<file path="src/rtl/seq_arith_pkg.sv">
// ---------------------------------------------------------------------------
// seq_arith_pkg
// Shared types for the iterative multiply / divide / modular-multiply engine.
//   op_e    : operation code presented on the engine's mode input
//   state_e : control FSM states of seq_arith_unit
// ---------------------------------------------------------------------------
package seq_arith_pkg;

    // Operand width used when the engine is instantiated without an override.
    localparam int DEFAULT_WIDTH = 32;

    typedef enum logic [1:0] {
        OP_MUL    = 2'b00,
        OP_DIV    = 2'b01,
        OP_MODMUL = 2'b10,
        OP_RSVD   = 2'b11
    } op_e;

    typedef enum logic [1:0] {
        S_IDLE,
        S_RUN,
        S_DONE
    } state_e;

endpackage

</file>
<file path="src/rtl/seq_arith_step.sv">
// ---------------------------------------------------------------------------
// seq_arith_step
// Purely combinational single iteration of the sequential arithmetic engine.
// One instance is shared by all operations; the top feeds back its outputs
// into its working registers once per clock.
// Ports:
//   mode_i : operation being executed (captured by the top at start)
//   acc_i  : working accumulator (MUL high half, DIV remainder, MODMUL acc)
//   lo_i   : working low word (MUL multiplier/product low, DIV dividend/
//            quotient, MODMUL multiplier shifted MSB-first)
//   a_i    : captured operand A
//   b_i    : captured operand B (DIV divisor)
//   m_i    : captured modulus
//   acc_o  : accumulator after this iteration
//   lo_o   : low word after this iteration
// ---------------------------------------------------------------------------
module seq_arith_step
    import seq_arith_pkg::*;
#(
    parameter int WIDTH = DEFAULT_WIDTH
) (
    input  op_e              mode_i,
    input  logic [WIDTH+1:0] acc_i,
    input  logic [WIDTH-1:0] lo_i,
    input  logic [WIDTH-1:0] a_i,
    input  logic [WIDTH-1:0] b_i,
    input  logic [WIDTH-1:0] m_i,
    output logic [WIDTH+1:0] acc_o,
    output logic [WIDTH-1:0] lo_o
);

    logic [WIDTH:0]   mulSum;
    logic [WIDTH:0]   divShift;
    logic [WIDTH:0]   divDiff;
    logic             divFits;
    logic [WIDTH+1:0] modM;
    logic [WIDTH+1:0] modT;
    logic [WIDTH+1:0] modT1;
    logic [WIDTH+1:0] modT2;

    // All three iteration flavours are computed in parallel and the captured
    // mode picks which one is written back.
    //  - MUL: add A into the high half when the current multiplier LSB is set,
    //    then shift the whole {carry, high, low} product right by one. The bit
    //    falling out of the high half becomes the next product low bit while
    //    the consumed multiplier bit drops off the bottom of the low word.
    //  - DIV: shift the next dividend bit into the remainder and subtract the
    //    divisor only if it fits (restoring division); the outcome is the next
    //    quotient bit, shifted into the low word.
    //  - MODMUL: double the accumulator and add A for the current multiplier
    //    bit. Since acc < m and a < m going in, the sum is below 3m, so two
    //    conditional subtractions bring it back under m.
    always_comb begin
        mulSum   = {1'b0, acc_i[WIDTH-1:0]} + (lo_i[0] ? {1'b0, a_i} : '0);

        divShift = {acc_i[WIDTH-1:0], lo_i[WIDTH-1]};
        divFits  = (divShift >= {1'b0, b_i});
        divDiff  = divShift - {1'b0, b_i};

        modM     = {2'b00, m_i};
        modT     = (acc_i << 1) + (lo_i[WIDTH-1] ? {2'b00, a_i} : '0);
        modT1    = (modT  >= modM) ? (modT  - modM) : modT;
        modT2    = (modT1 >= modM) ? (modT1 - modM) : modT1;

        acc_o    = '0;
        lo_o     = lo_i;

        case (mode_i)
            OP_MUL: begin
                acc_o = {2'b00, mulSum[WIDTH:1]};
                lo_o  = {mulSum[0], lo_i[WIDTH-1:1]};
            end
            OP_DIV: begin
                acc_o = divFits ? {1'b0, divDiff} : {1'b0, divShift};
                lo_o  = {lo_i[WIDTH-2:0], divFits};
            end
            OP_MODMUL: begin
                acc_o = modT2;
                lo_o  = {lo_i[WIDTH-2:0], 1'b0};
            end
            default: begin
                acc_o = '0;
                lo_o  = lo_i;
            end
        endcase
    end

endmodule

</file>
<file path="src/rtl/seq_arith_unit.sv">
// ---------------------------------------------------------------------------
// seq_arith_unit
// Iterative multiply / divide / modular-multiply engine producing one result
// bit per clock, driven through a start/busy/done handshake.
// Ports:
//   clk    : clock, all state changes on the rising edge
//   rst    : synchronous active-high reset
//   start  : request, sampled only while busy is low
//   mode   : 00 MUL, 01 DIV, 10 MODMUL, 11 reserved (always rejected)
//   a      : operand A (multiplicand / dividend)
//   b      : operand B (multiplier / divisor)
//   m      : modulus, used by MODMUL only
//   busy   : high while an operation is iterating
//   done   : one-cycle pulse, results valid from this cycle
//   res_lo : MUL product low / DIV quotient / MODMUL (a*b) mod m
//   res_hi : MUL product high / DIV remainder / MODMUL zero
//   err    : request was rejected, valid with done
// ---------------------------------------------------------------------------
module seq_arith_unit
    import seq_arith_pkg::*;
#(
    parameter int WIDTH = DEFAULT_WIDTH
) (
    input  logic             clk,
    input  logic             rst,
    input  logic             start,
    input  logic [1:0]       mode,
    input  logic [WIDTH-1:0] a,
    input  logic [WIDTH-1:0] b,
    input  logic [WIDTH-1:0] m,
    output logic             busy,
    output logic             done,
    output logic [WIDTH-1:0] res_lo,
    output logic [WIDTH-1:0] res_hi,
    output logic             err
);

    localparam int CNT_W = $clog2(WIDTH) + 1;

    state_e           state_q;
    op_e              opMode_q;
    logic [WIDTH-1:0] opA_q;
    logic [WIDTH-1:0] opB_q;
    logic [WIDTH-1:0] opM_q;
    logic [WIDTH+1:0] acc_q;
    logic [WIDTH+1:0] acc_d;
    logic [WIDTH-1:0] lo_q;
    logic [WIDTH-1:0] lo_d;
    logic [CNT_W-1:0] count_q;
    logic             busy_q;
    logic             done_q;
    logic             err_q;
    logic [WIDTH-1:0] resLo_q;
    logic [WIDTH-1:0] resHi_q;
    op_e              reqMode;
    logic             illegalReq;

    assign reqMode = op_e'(mode);

    // Screen the incoming request before accepting it. A rejected request
    // skips the iteration entirely and reports err on the very next cycle;
    // checking a, b < m up front is what keeps the MODMUL accumulator below
    // 3m and makes two conditional subtractions per step sufficient.
    always_comb begin
        illegalReq = 1'b0;
        case (reqMode)
            OP_DIV:    illegalReq = (b == '0);
            OP_MODMUL: illegalReq = (m == '0) || (a >= m) || (b >= m);
            OP_RSVD:   illegalReq = 1'b1;
            default:   illegalReq = 1'b0;
        endcase
    end

    // One shared single-step datapath; the FSM below decides when its result
    // is written back into the working registers.
    seq_arith_step #(
        .WIDTH (WIDTH)
    ) u_step (
        .mode_i (opMode_q),
        .acc_i  (acc_q),
        .lo_i   (lo_q),
        .a_i    (opA_q),
        .b_i    (opB_q),
        .m_i    (opM_q),
        .acc_o  (acc_d),
        .lo_o   (lo_d)
    );

    // Control FSM with registered handshake outputs.
    // IDLE and DONE behave identically towards a new request, which is what
    // lets a controller issue the next operation in the done cycle. On accept
    // the operands are captured, the visible results are cleared, and the
    // working registers are seeded: MUL shifts the multiplier out of the low
    // word LSB-first, DIV shifts the dividend out MSB-first, MODMUL scans the
    // multiplier MSB-first. The step counter starts at WIDTH-1 and the last
    // iteration runs while it reads zero, giving exactly WIDTH RUN cycles.
    // Results are copied out from the final step's outputs so they never show
    // intermediate values and simply hold until the next accept.
    always_ff @(posedge clk) begin
        if (rst) begin
            state_q  <= S_IDLE;
            opMode_q <= OP_MUL;
            opA_q    <= '0;
            opB_q    <= '0;
            opM_q    <= '0;
            acc_q    <= '0;
            lo_q     <= '0;
            count_q  <= '0;
            busy_q   <= 1'b0;
            done_q   <= 1'b0;
            err_q    <= 1'b0;
            resLo_q  <= '0;
            resHi_q  <= '0;
        end else begin
            done_q <= 1'b0;
            case (state_q)
                S_RUN: begin
                    acc_q <= acc_d;
                    lo_q  <= lo_d;
                    if (count_q == '0) begin
                        state_q <= S_DONE;
                        busy_q  <= 1'b0;
                        done_q  <= 1'b1;
                        if (opMode_q == OP_MODMUL) begin
                            resLo_q <= acc_d[WIDTH-1:0];
                            resHi_q <= '0;
                        end else begin
                            resLo_q <= lo_d;
                            resHi_q <= acc_d[WIDTH-1:0];
                        end
                    end else begin
                        count_q <= count_q - CNT_W'(1);
                    end
                end
                default: begin
                    if (start) begin
                        opMode_q <= reqMode;
                        opA_q    <= a;
                        opB_q    <= b;
                        opM_q    <= m;
                        acc_q    <= '0;
                        lo_q     <= (reqMode == OP_DIV) ? a : b;
                        count_q  <= CNT_W'(WIDTH - 1);
                        resLo_q  <= '0;
                        resHi_q  <= '0;
                        if (illegalReq) begin
                            state_q <= S_DONE;
                            err_q   <= 1'b1;
                            done_q  <= 1'b1;
                            busy_q  <= 1'b0;
                        end else begin
                            state_q <= S_RUN;
                            err_q   <= 1'b0;
                            busy_q  <= 1'b1;
                        end
                    end else begin
                        state_q <= S_IDLE;
                    end
                end
            endcase
        end
    end

    assign busy   = busy_q;
    assign done   = done_q;
    assign err    = err_q;
    assign res_lo = resLo_q;
    assign res_hi = resHi_q;

endmodule
</file>
<file path="config.mk">
export PLATFORM = sky130hd
export DESIGN_NAME = seq_arith_unit
export DESIGN_NICKNAME = d
export VERILOG_FILES = /design/src/rtl/seq_arith_pkg.sv /design/src/rtl/seq_arith_step.sv /design/src/rtl/seq_arith_unit.sv
export SDC_FILE = /design/constraint.sdc
export NUM_CORES = 1
export LEC_CHECK = 0
export CAP_MARGIN = 20
export CORE_ASPECT_RATIO = 1.1
export CORE_MARGIN = 8
export CORE_UTILIZATION = 35
export CTS_CLUSTER_DIAMETER = 150
export DETAILED_ROUTE_END_ITERATION = 8
export GPL_ROUTABILITY_DRIVEN = 0
export PLACE_DENSITY = 0.59
export SYNTH_ARGS = -nofsm -noshare
export SYNTH_HDL_FRONTEND = slang
export SYNTH_SLANG_ARGS = --single-unit
</file>
<file path="constraint.sdc">
create_clock -name clk -period 12.3 [get_ports clk]
set_clock_uncertainty 0.05 [all_clocks]
set_input_delay 2.46 -clock clk [delete_from_list [all_inputs] [get_ports clk]]
set_output_delay 2.46 -clock clk [all_outputs]
set_load 0.05 [all_outputs]
</file>
== Word-level counts from Yosys, hierarchy flattened ==
Cells that the tools add are included.

* Bits in registers: 238
* Bits of input ports: 101
* Output and inout port bits: 67

* Order comparisons: 5
* Reduce and logical (&&, ||, !) cells: 10
* Bitwise logic cells: 1
* Mux-type cells: 35
* Equality and inequality tests: 8
* Add/subtract/negate cells: 6

{| class="wikitable"
|+ Operators by type and width
! operator !! number
|-
| two-way mux 32 bit || 12
|-
| two-way mux 33 bit || 4
|-
| case mux 33 bit (3 select lines) || 1
|-
| case mux 32 bit (3 select lines) || 1
|-
| greater-or-equal comparator 34 x 32 -> 1 bit || 2
|-
| subtractor 33 x 32 -> 33 bit || 2
|-
| greater-or-equal comparator 32 bit || 2
|-
| logical NOT 32 bit || 2
|-
| adder 34 x 32 -> 34 bit || 1
|-
| two-way mux 34 bit || 1
|-
| subtractor 34 x 32 -> 34 bit || 1
|-
| adder 32 x 32 -> 33 bit || 1
|-
| greater-or-equal comparator 33 x 32 -> 1 bit || 1
|-
| two-way mux 6 bit || 3
|-
| two-way mux 1 bit || 8
|-
| two-way mux 2 bit || 4
|-
| equality test 2 x 1 -> 1 bit (second input constant) || 3
|-
| equality test 2 bit (second input constant) || 3
|-
| logical NOT 6 bit || 1
|-
| AND reduction 2 bit || 3
|-
| subtractor 6 x 1 -> 6 bit (second input constant) || 1
|-
| != test 2 bit (second input constant) || 2
|-
| case mux 1 bit (3 select lines) || 1
|-
| logical NOT 2 bit || 1
|-
| other kinds (3) || 4
|}

== Depth between registers and ports, before layout ==
Gate-level depths: netlist (run 1).

* Depth after elaboration: 10
* Mapped depth: 39

== By module ==
From an unflattened synthesis (run 1), not the netlist that was laid out.

* Cell total of the unflattened synthesis: 3106
* Area, all modules: 22235.1 um^2

{| class="wikitable"
|+ Modules (own cells, without submodules)
! module !! cells each !! seq. area each (um^2) !! area an instance (um^2) !! instances
|-
| seq_arith_step || 1681 || 0.0 || 11242.0 || 1
|-
| seq_arith_unit || 1425 || 4784.6 || 10993.0 || 1
|}

== Worst setup path before layout (run 1) ==
No wires, ideal clock.

* Kind: register to register
* Start point: register lo_q[31]
* End point: register acc_q[10]
* Cell stages (with the launch flop): 38
* Data arrival time: 8.486 ns
* Setup time: 0.122 ns
* Setup slack: 3.643 ns
* Cells stage by stage: dfxtp_1 -> clkbuf_1 -> clkbuf_1 -> and2_1 -> ha_1 -> fa_1 -> a21o_1 -> a221oi_2 -> or4b_2 -> nand3_1 -> a21oi_1 -> o31a_1 -> a221oi_1 -> ha_1 -> clkbuf_1 -> a21o_1 -> a21oi_1 -> o21ai_0 -> (+2 left out) -> a31oi_1 -> nand3_1 -> nor2_1 -> mux2_2 -> ha_1 -> fa_1 -> nand2b_1 -> a211oi_1 -> o311ai_1 -> nand3_1 -> a21oi_1 -> o41ai_2 -> o21ai_0 -> and3_1 -> buf_2 -> a21oi_4 -> mux2_4 -> a221o_1

* Longest elaborated chain between the ends: 8

{| class="wikitable"
|+ Ends and longest elaborated chain
! element !! line !! RTL
|-
| start, declared || seq_arith_unit.sv:47 || <nowiki>logic [WIDTH-1:0] lo_q;</nowiki>
|-
| start signal, assigned || seq_arith_unit.sv:119 || <nowiki>lo_q <= lo_d;</nowiki>
|-
| start signal, assigned || seq_arith_unit.sv:142 || <nowiki>lo_q <= (reqMode == OP_DIV) ? a : b;</nowiki>
|-
| two-way mux 32 bit || seq_arith_step.sv:61 || <nowiki>modT = (acc_i << 1) + (lo_i[WIDTH-1] ? {2'b00, a_i} : '0);</nowiki>
|-
| adder 34 x 32 -> 34 bit || seq_arith_step.sv:61 ||
|-
| subtractor 34 x 32 -> 34 bit / greater-or-equal comparator 34 x 32 -> 1 bit (equally long branches) || seq_arith_step.sv:62 || <nowiki>modT1 = (modT >= modM) ? (modT - modM) : modT;</nowiki>
|-
| two-way mux 34 bit || seq_arith_step.sv:62 ||
|-
| subtractor 33 x 32 -> 33 bit / greater-or-equal comparator 34 x 32 -> 1 bit (equally long branches) || seq_arith_step.sv:63 || <nowiki>modT2 = (modT1 >= modM) ? (modT1 - modM) : modT1;</nowiki>
|-
| two-way mux 33 bit || seq_arith_step.sv:63 ||
|-
| case mux 33 bit (3 select lines) (*) || seq_arith_step.sv:68 || <nowiki>case (mode_i)</nowiki>
|-
| two-way mux 33 bit (*) || seq_arith_unit.sv:116 || <nowiki>case (state_q)</nowiki>
|-
| end signal, assigned || seq_arith_unit.sv:106 || <nowiki>acc_q <= '0;</nowiki>
|-
| end signal, assigned || seq_arith_unit.sv:118 || <nowiki>acc_q <= acc_d;</nowiki>
|-
| end signal, assigned || seq_arith_unit.sv:141 || <nowiki>acc_q <= '0;</nowiki>
|-
| end, declared || seq_arith_unit.sv:45 || <nowiki>logic [WIDTH+1:0] acc_q;</nowiki>
|}

Every way passes the cells marked *; elsewhere a longest branch is shown, timed or not.
A chain may end at the register's enable or synchronous reset.

== Worst setup path in the final report (run 1) ==
* Start point: register lo_q[31]
* End point: register acc_q[26]

The elaborated chain is that of the path after synthesis.

==> results of run 1 <==
-- stage by stage --
step           instance area (um^2)  setup WS (ns)  hold slack [ns]
6_report                      25500           1.35            0.402
5_1_grt                       25500          0.706            0.420
4_1_cts                       25500           1.62            0.403
3_5_place_dp                  24600           1.66            0.397
3_3_place_gp                  24600           1.95            0.388
2_1_floorplan                 22200           3.64            0.386
-- registers in the layout (all words and copies together) (netlist names) --
register  count
lo_q         32
busy          1
opMode_q      2
res_lo       32
done          1
state_q       2
opM_q        32
res_hi       32
opB_q        32
err           1
opA_q        32
acc_q        33
count_q       6
-- area by class of cell --
| cell class | instances | area share (%) |
|---|---|---|
| Timing Repair Buffer | 204 | 7.67 |
| Clock buffer | 38 | 3.09 |
| Inverter | 143 | 2.10 |
| Clock inverter | 12 | 0.436 |
| Sequential cell | 238 | 18.7 |
| Multi-Input combinational cell | 2464 | 63.9 |
| Tap cell | 833 | 4.08 |
-- routing by layer --
layer / part of all wire (%) / track usage (%)
met1: 40 / 34.6
met2: 42 / 41.2
met3: 9.6 / 5.66
met4: 8.9 / 20.5
met5: 0 / 0
-- report_power, final --
part,switching (mW),internal [mW]
Clock,0.368,0.470
Sequential,0.0647,0.818
Combinational,1.67,1.04
Total,2.10,2.33
-- cell usage in the layout (no fill, tap or decap), types with 12 or more instances in the layout --
cell type                         instances
sky130_fd_sc_hd__xnor2_1                 82
sky130_fd_sc_hd__a21o_1                  92
sky130_fd_sc_hd__ha_1                   225
sky130_fd_sc_hd__o21ai_0                160
sky130_fd_sc_hd__and2_1                  79
sky130_fd_sc_hd__nand2_1                360
sky130_fd_sc_hd__o21bai_1                20
sky130_fd_sc_hd__inv_1                  142
sky130_fd_sc_hd__o22ai_1                 17
sky130_fd_sc_hd__a211oi_1                74
sky130_fd_sc_hd__o21a_1                  24
sky130_fd_sc_hd__nor4_1                  25
sky130_fd_sc_hd__or3_1                   14
sky130_fd_sc_hd__clkbuf_16               28
sky130_fd_sc_hd__nand4_1                 33
sky130_fd_sc_hd__a21oi_1                337
sky130_fd_sc_hd__a311oi_1                13
sky130_fd_sc_hd__nor2_1                 257
sky130_fd_sc_hd__o31ai_1                 25
sky130_fd_sc_hd__mux2i_1                 76
sky130_fd_sc_hd__o211ai_1                36
sky130_fd_sc_hd__dfxtp_1                236
sky130_fd_sc_hd__a22oi_1                 48
sky130_fd_sc_hd__a211o_1                 12
sky130_fd_sc_hd__nand2b_1                36
sky130_fd_sc_hd__xor2_1                  44
sky130_fd_sc_hd__nand3_1                 51
sky130_fd_sc_hd__clkdlybuf4s50_1        165
sky130_fd_sc_hd__nor3_1                  40
sky130_fd_sc_hd__or2_2                   14
sky130_fd_sc_hd__and3_1                  23
sky130_fd_sc_hd__buf_4                   35
sky130_fd_sc_hd__mux2_2                  21
sky130_fd_sc_hd__nor2b_1                 26
sky130_fd_sc_hd__a31oi_1                 22
sky130_fd_sc_hd__a32oi_1                 16
-- kinds of logic after synthesis --
group                      count (synthesis)  share of synthesized area [%]
adders and majority gates                230                           13.2
muxes                                    100                           4.70
buffers and inverters                    295                           5.17
AOI/OAI and AO/OA                       1010                           29.6
and+or+nand+nor                          998                           20.9
DFF                                      238                           21.5
xor gates and xnor gates                 126                           4.98
-- worst max-delay path, delay by kind of cell, from the launching register on --
family | cells | cell delay, ns
mux | 2 | 0.89
buf+inv | 1 | 0.31
flops | 1 | 0.69
simple gates | 10 | 3.39
fa+ha+maj | 3 | 1.06
compound gates | 16 | 4.40
-- path summary, 6_finish.rpt --
path | start | to | slack, ns
worst max register to register | lo_q[31] | acc_q[26] | 1.35
worst min register to register | res_hi[26] | res_hi[26] | 0.40
worst max-delay path | lo_q[31] | acc_q[26] | 1.35
worst min-delay path | res_hi[26] | res_hi[26] | 0.40
==> impl_metrics.yaml, run 1 <==
routing:
  drt-total-wl_um: 104000
  antenna_violating_nets_left: 0
  drt_first_pass_iters: 8
  dr_total_vias: 23900
  average_wire_length_per_cell_after_detail_routing_um: 26.5
  drc_errors: 0
  post_drt_via_cell_ratio: 6.09
  drt_first_iter_violations: 2700
global_route:
  globalRouteTotalUtil_pct: 27.5
  grt_max_degree: 161
  first_global_vias: 22000
  wire_length_of_the_first_global_routing_pass_um: 149000
  gr-total-overflow: 0
  antenna_violations_before_repair: 6
clocking:
  clkLatencyLatePin_ns: 0.60
  cts_buffer_depth: 3
  tritoncts_clock_tree: "done"
  clk_root_buffer_cell: "sky130_fd_sc_hd__clkbuf_16"
  cts_post_setup_buffers_inserted: 0
  cts.clk_slew.worst_paths_ns: 0.06
  post_cts_hold_buffer_count: 0
  cts_buffers: 28
  cts.sinks: 238
  cts_resized: 0
  clock_tree.htree_level_count: 1
hold_path:
  hp-class: "flop to flop"
  whs_path_depth: 2
timing:
  totalNegativeSetupSlack_ns: 0
  slew_violations: 0
  slew_headroom_pct: 30.7
  maxClockFrequency_mhz: 91.4
  rsz_0062_raised_after_global_routing: "no"
  finalSetupViolCount: 0
  worst-slew-pin-transition_ns: 1.03
  min_period_over_period_pct: 89.0
  final_hold_viol_count: 0
  min_period_ns: 10.95
final_layout:
  multiInputGateArea_mm2: 0.0163
  fin_nets: 3410
  seq_area_mm2: 0.00477
  final_core_utilization_pct: 40.8
  area_growth_syn_to_layout_pct: 15.2
  num-fill-cells: 6530
  num_antenna_cells: 0
  layout-drive-gt1-share_pct: 4.90
  final_cells: 3932
yosys:
  asyncSetResetFlopFracSynth_pct: 0
  netlist_top_cells_count: "361 x sky130_fd_sc_hd__nand2_1, 337 x sky130_fd_sc_hd__a21oi_1, 260 x sky130_fd_sc_hd__nor2_1"
  post_synthesis_cells: 2997
  synth_largest_type_area_fraction_pct: 21.5
  synth.lib_cells_used.distinct: 85
  synth_enable_flop_cells: 0
  ys_ff_latch: 238
  yosys_warnings: 0
  postSynthNetCount: 3328
  netlist_top_cells_area: "sky130_fd_sc_hd__dfxtp_1 21%, sky130_fd_sc_hd__ha_1 13%, sky130_fd_sc_hd__a21oi_1 7.6%"
  post_synth.cell_area_avg_um2: 7.40
  dominantRegCellSynth: "sky130_fd_sc_hd__dfxtp_1"
  yosysMostFrequentCell: "sky130_fd_sc_hd__nand2_1"
  post_synth_instance_area_mm2: 0.0222
  ys_seq_area_share_pct: 21.5
  yosys.area.top_type: "sky130_fd_sc_hd__dfxtp_1"
critical_path:
  cp-end-kind: "flop"
  critPathMaxStageDelay_ns: 0.77
  critical_path.max_fanout: 19
  critPathKind: "flop to flop"
  data_arrival_time_of_the_critical_path_ns: 11.38
  timing.critical_path.required_ns: 12.73
  ff2ff_path_depth: 32
  timing.critical_path.slowest_stage_cell: "sky130_fd_sc_hd__a21oi_4"
  crit_path_start_kind: "flop"
place:
  placedCellCount: 3880
  port-buffer-count: 167
  dp_hpwl_um: 83400
power:
  leakage_nw: 10.8
  vdd_ir_drop_max_mv: 0.167
  power.density_mw_per_mm2: 174
  total_power_mw: 4.44
flow_run:
  drv_cap: 0
run_status:
  result_of_the_run: "finished clean"
die:
  io-pin-count: 168
  floorplan.die_area_mm2: 0.0716
  floorplan.initialDensity_pct: 35.4
  design.core.area_mm2: 0.0626
  die_height_um: 280
  placement_rows: 96
  chipWidth_um: 256
Note: power is estimated with default switching activity, not from simulation.
==> inputs of run 2 (changes only) <==
--- a/config.mk
+++ b/config.mk
@@ -7,12 +7,14 @@
 export LEC_CHECK = 0
 export CAP_MARGIN = 20
 export CORE_ASPECT_RATIO = 1.1
-export CORE_MARGIN = 8
+export CORE_MARGIN = 4
 export CORE_UTILIZATION = 35
 export CTS_CLUSTER_DIAMETER = 150
 export DETAILED_ROUTE_END_ITERATION = 8
 export GPL_ROUTABILITY_DRIVEN = 0
 export PLACE_DENSITY = 0.59
+export SLEW_MARGIN = 20
 export SYNTH_ARGS = -nofsm -noshare
 export SYNTH_HDL_FRONTEND = slang
 export SYNTH_SLANG_ARGS = --single-unit
+export TNS_END_PERCENT = 30
==> impl_metrics.yaml, run 2 (same netlist as run 1, synthesis figures left out) <==
power:
  total_power_mw: 4.53
  power.density_mw_per_mm2: 177
  vdd_ir_drop_max_mv: 0.136
  leakage_nw: 10.8
global_route:
  globalRouteTotalUtil_pct: 29.0
  wire_length_of_the_first_global_routing_pass_um: 147000
  antenna_violations_before_repair: 1
  first_global_vias: 21900
  gr-total-overflow: 0
  grt_max_degree: 83
timing:
  min_period_ns: 10.86
  worst-slew-pin-transition_ns: 1.20
  slew_violations: 0
  slew_headroom_pct: 19.7
  min_period_over_period_pct: 88.3
  finalSetupViolCount: 0
  final_hold_viol_count: 0
  rsz_0062_raised_after_global_routing: "no"
  maxClockFrequency_mhz: 92.0
  timing.hold.ws_ns: 0.403
  totalNegativeSetupSlack_ns: 0
die:
  placement_rows: 96
  die_height_um: 272
  design.core.area_mm2: 0.0626
  floorplan.initialDensity_pct: 35.4
  io-pin-count: 168
  chipWidth_um: 248
  floorplan.die_area_mm2: 0.0674
place:
  dp_hpwl_um: 82000
  placedCellCount: 3876
  port-buffer-count: 167
clocking:
  cts_buffer_depth: 3
  cts.clk_slew.worst_paths_ns: 0.07
  cts_post_setup_buffers_inserted: 0
  cts_buffers: 27
  post_cts_hold_buffer_count: 0
  clk_root_buffer_cell: "sky130_fd_sc_hd__clkbuf_16"
  clkLatencyLatePin_ns: 0.58
  tritoncts_clock_tree: "done"
  cts.sinks: 238
  clock_tree.htree_level_count: 1
  cts_resized: 0
critical_path:
  timing.critical_path.slowest_stage_cell: "sky130_fd_sc_hd__dfxtp_1"
  cp-end-kind: "flop"
  data_arrival_time_of_the_critical_path_ns: 11.29
  critPathMaxStageDelay_ns: 1.04
  timing.critical_path.required_ns: 12.72
  crit_path_start_kind: "flop"
  critPathKind: "flop to flop"
  critical_path.max_fanout: 36
routing:
  average_wire_length_per_cell_after_detail_routing_um: 26.0
  dr_total_vias: 24000
  drt_first_pass_iters: 7
  drt-total-wl_um: 102000
  post_drt_via_cell_ratio: 6.09
  drt_first_iter_violations: 2451
  antenna_violating_nets_left: 0
  drc_errors: 0
run_status:
  result_of_the_run: "finished clean"
final_layout:
  layout_commonest_cell: "sky130_fd_sc_hd__nand2_1"
  largest_register: "acc_q"
  max_reg_flops: 33
  area_growth_syn_to_layout_pct: 15.4
  num-fill-cells: 6537
  layout-drive-gt1-share_pct: 4.85
  layout.cells.most_common_list: "360 x sky130_fd_sc_hd__nand2_1, 337 x sky130_fd_sc_hd__a21oi_1, 256 x sky130_fd_sc_hd__nor2_1"
  fin_nets: 3403
  final_cells: 3932
flow_run:
  drv_cap: 0
hold_path:
  hp-class: "flop to flop"
-- run 2: critical path: cells and delay by family, from the launching register on --
kind / cells / cell delay [ns]
flops: 1 / 1.04
fa+ha+maj: 4 / 1.24
compound gates: 18 / 4.86
simple gates: 8 / 2.58
mux: 2 / 0.69
buf+inv: 1 / 0.26
-- run 2: where the power goes --
group	switching [mW]	leakage, nW	internal, mW
sequential	0.0716	1.95	0.818
clock	0.371	0.488	0.556
combinational	1.67	8.40	1.04
-- run 2: cell type report --
cell class,instances,area [um^2],share of cell area (%)
Multi-Input combinational cell,2464,16300,63.8
Antenna cell,6,15.0,0.0587
Tap cell,833,1040,4.07
Inverter,143,537,2.10
Clock inverter,17,262,1.02
Clock buffer,33,738,2.89
Timing Repair Buffer,198,1900,7.43
Sequential cell,238,4770,18.6
-- run 2: through the flow --
step	worst slack, ns	utilization [%]	area (um^2)
2_1_floorplan	3.64	-	22200
3_3_place_gp	1.93	39.3	24600
3_5_place_dp	1.80	39.3	24600
4_1_cts	1.74	40.9	25600
5_1_grt	1.04	40.9	25600
6_report	1.44	40.9	25600
-- run 2: routing by layer --
metal,global-route usage [%],wire [um]
met5,0,0
met1,37.9,41100
met3,4.10,8800
met2,44.2,43500
met4,19.8,9040
-- run 2: worst paths after layout --
kind | depth (start not counted) | startpoint | slack (ns) | endpoint
setup / recovery | 33 | lo_q[31] | 1.44 | acc_q[26]
hold / removal | 2 | opM_q[30] | 0.40 | opM_q[30]
setup reg to reg | 33 | lo_q[31] | 1.44 | acc_q[26]
hold reg to reg | 2 | opM_q[30] | 0.40 | opM_q[30]
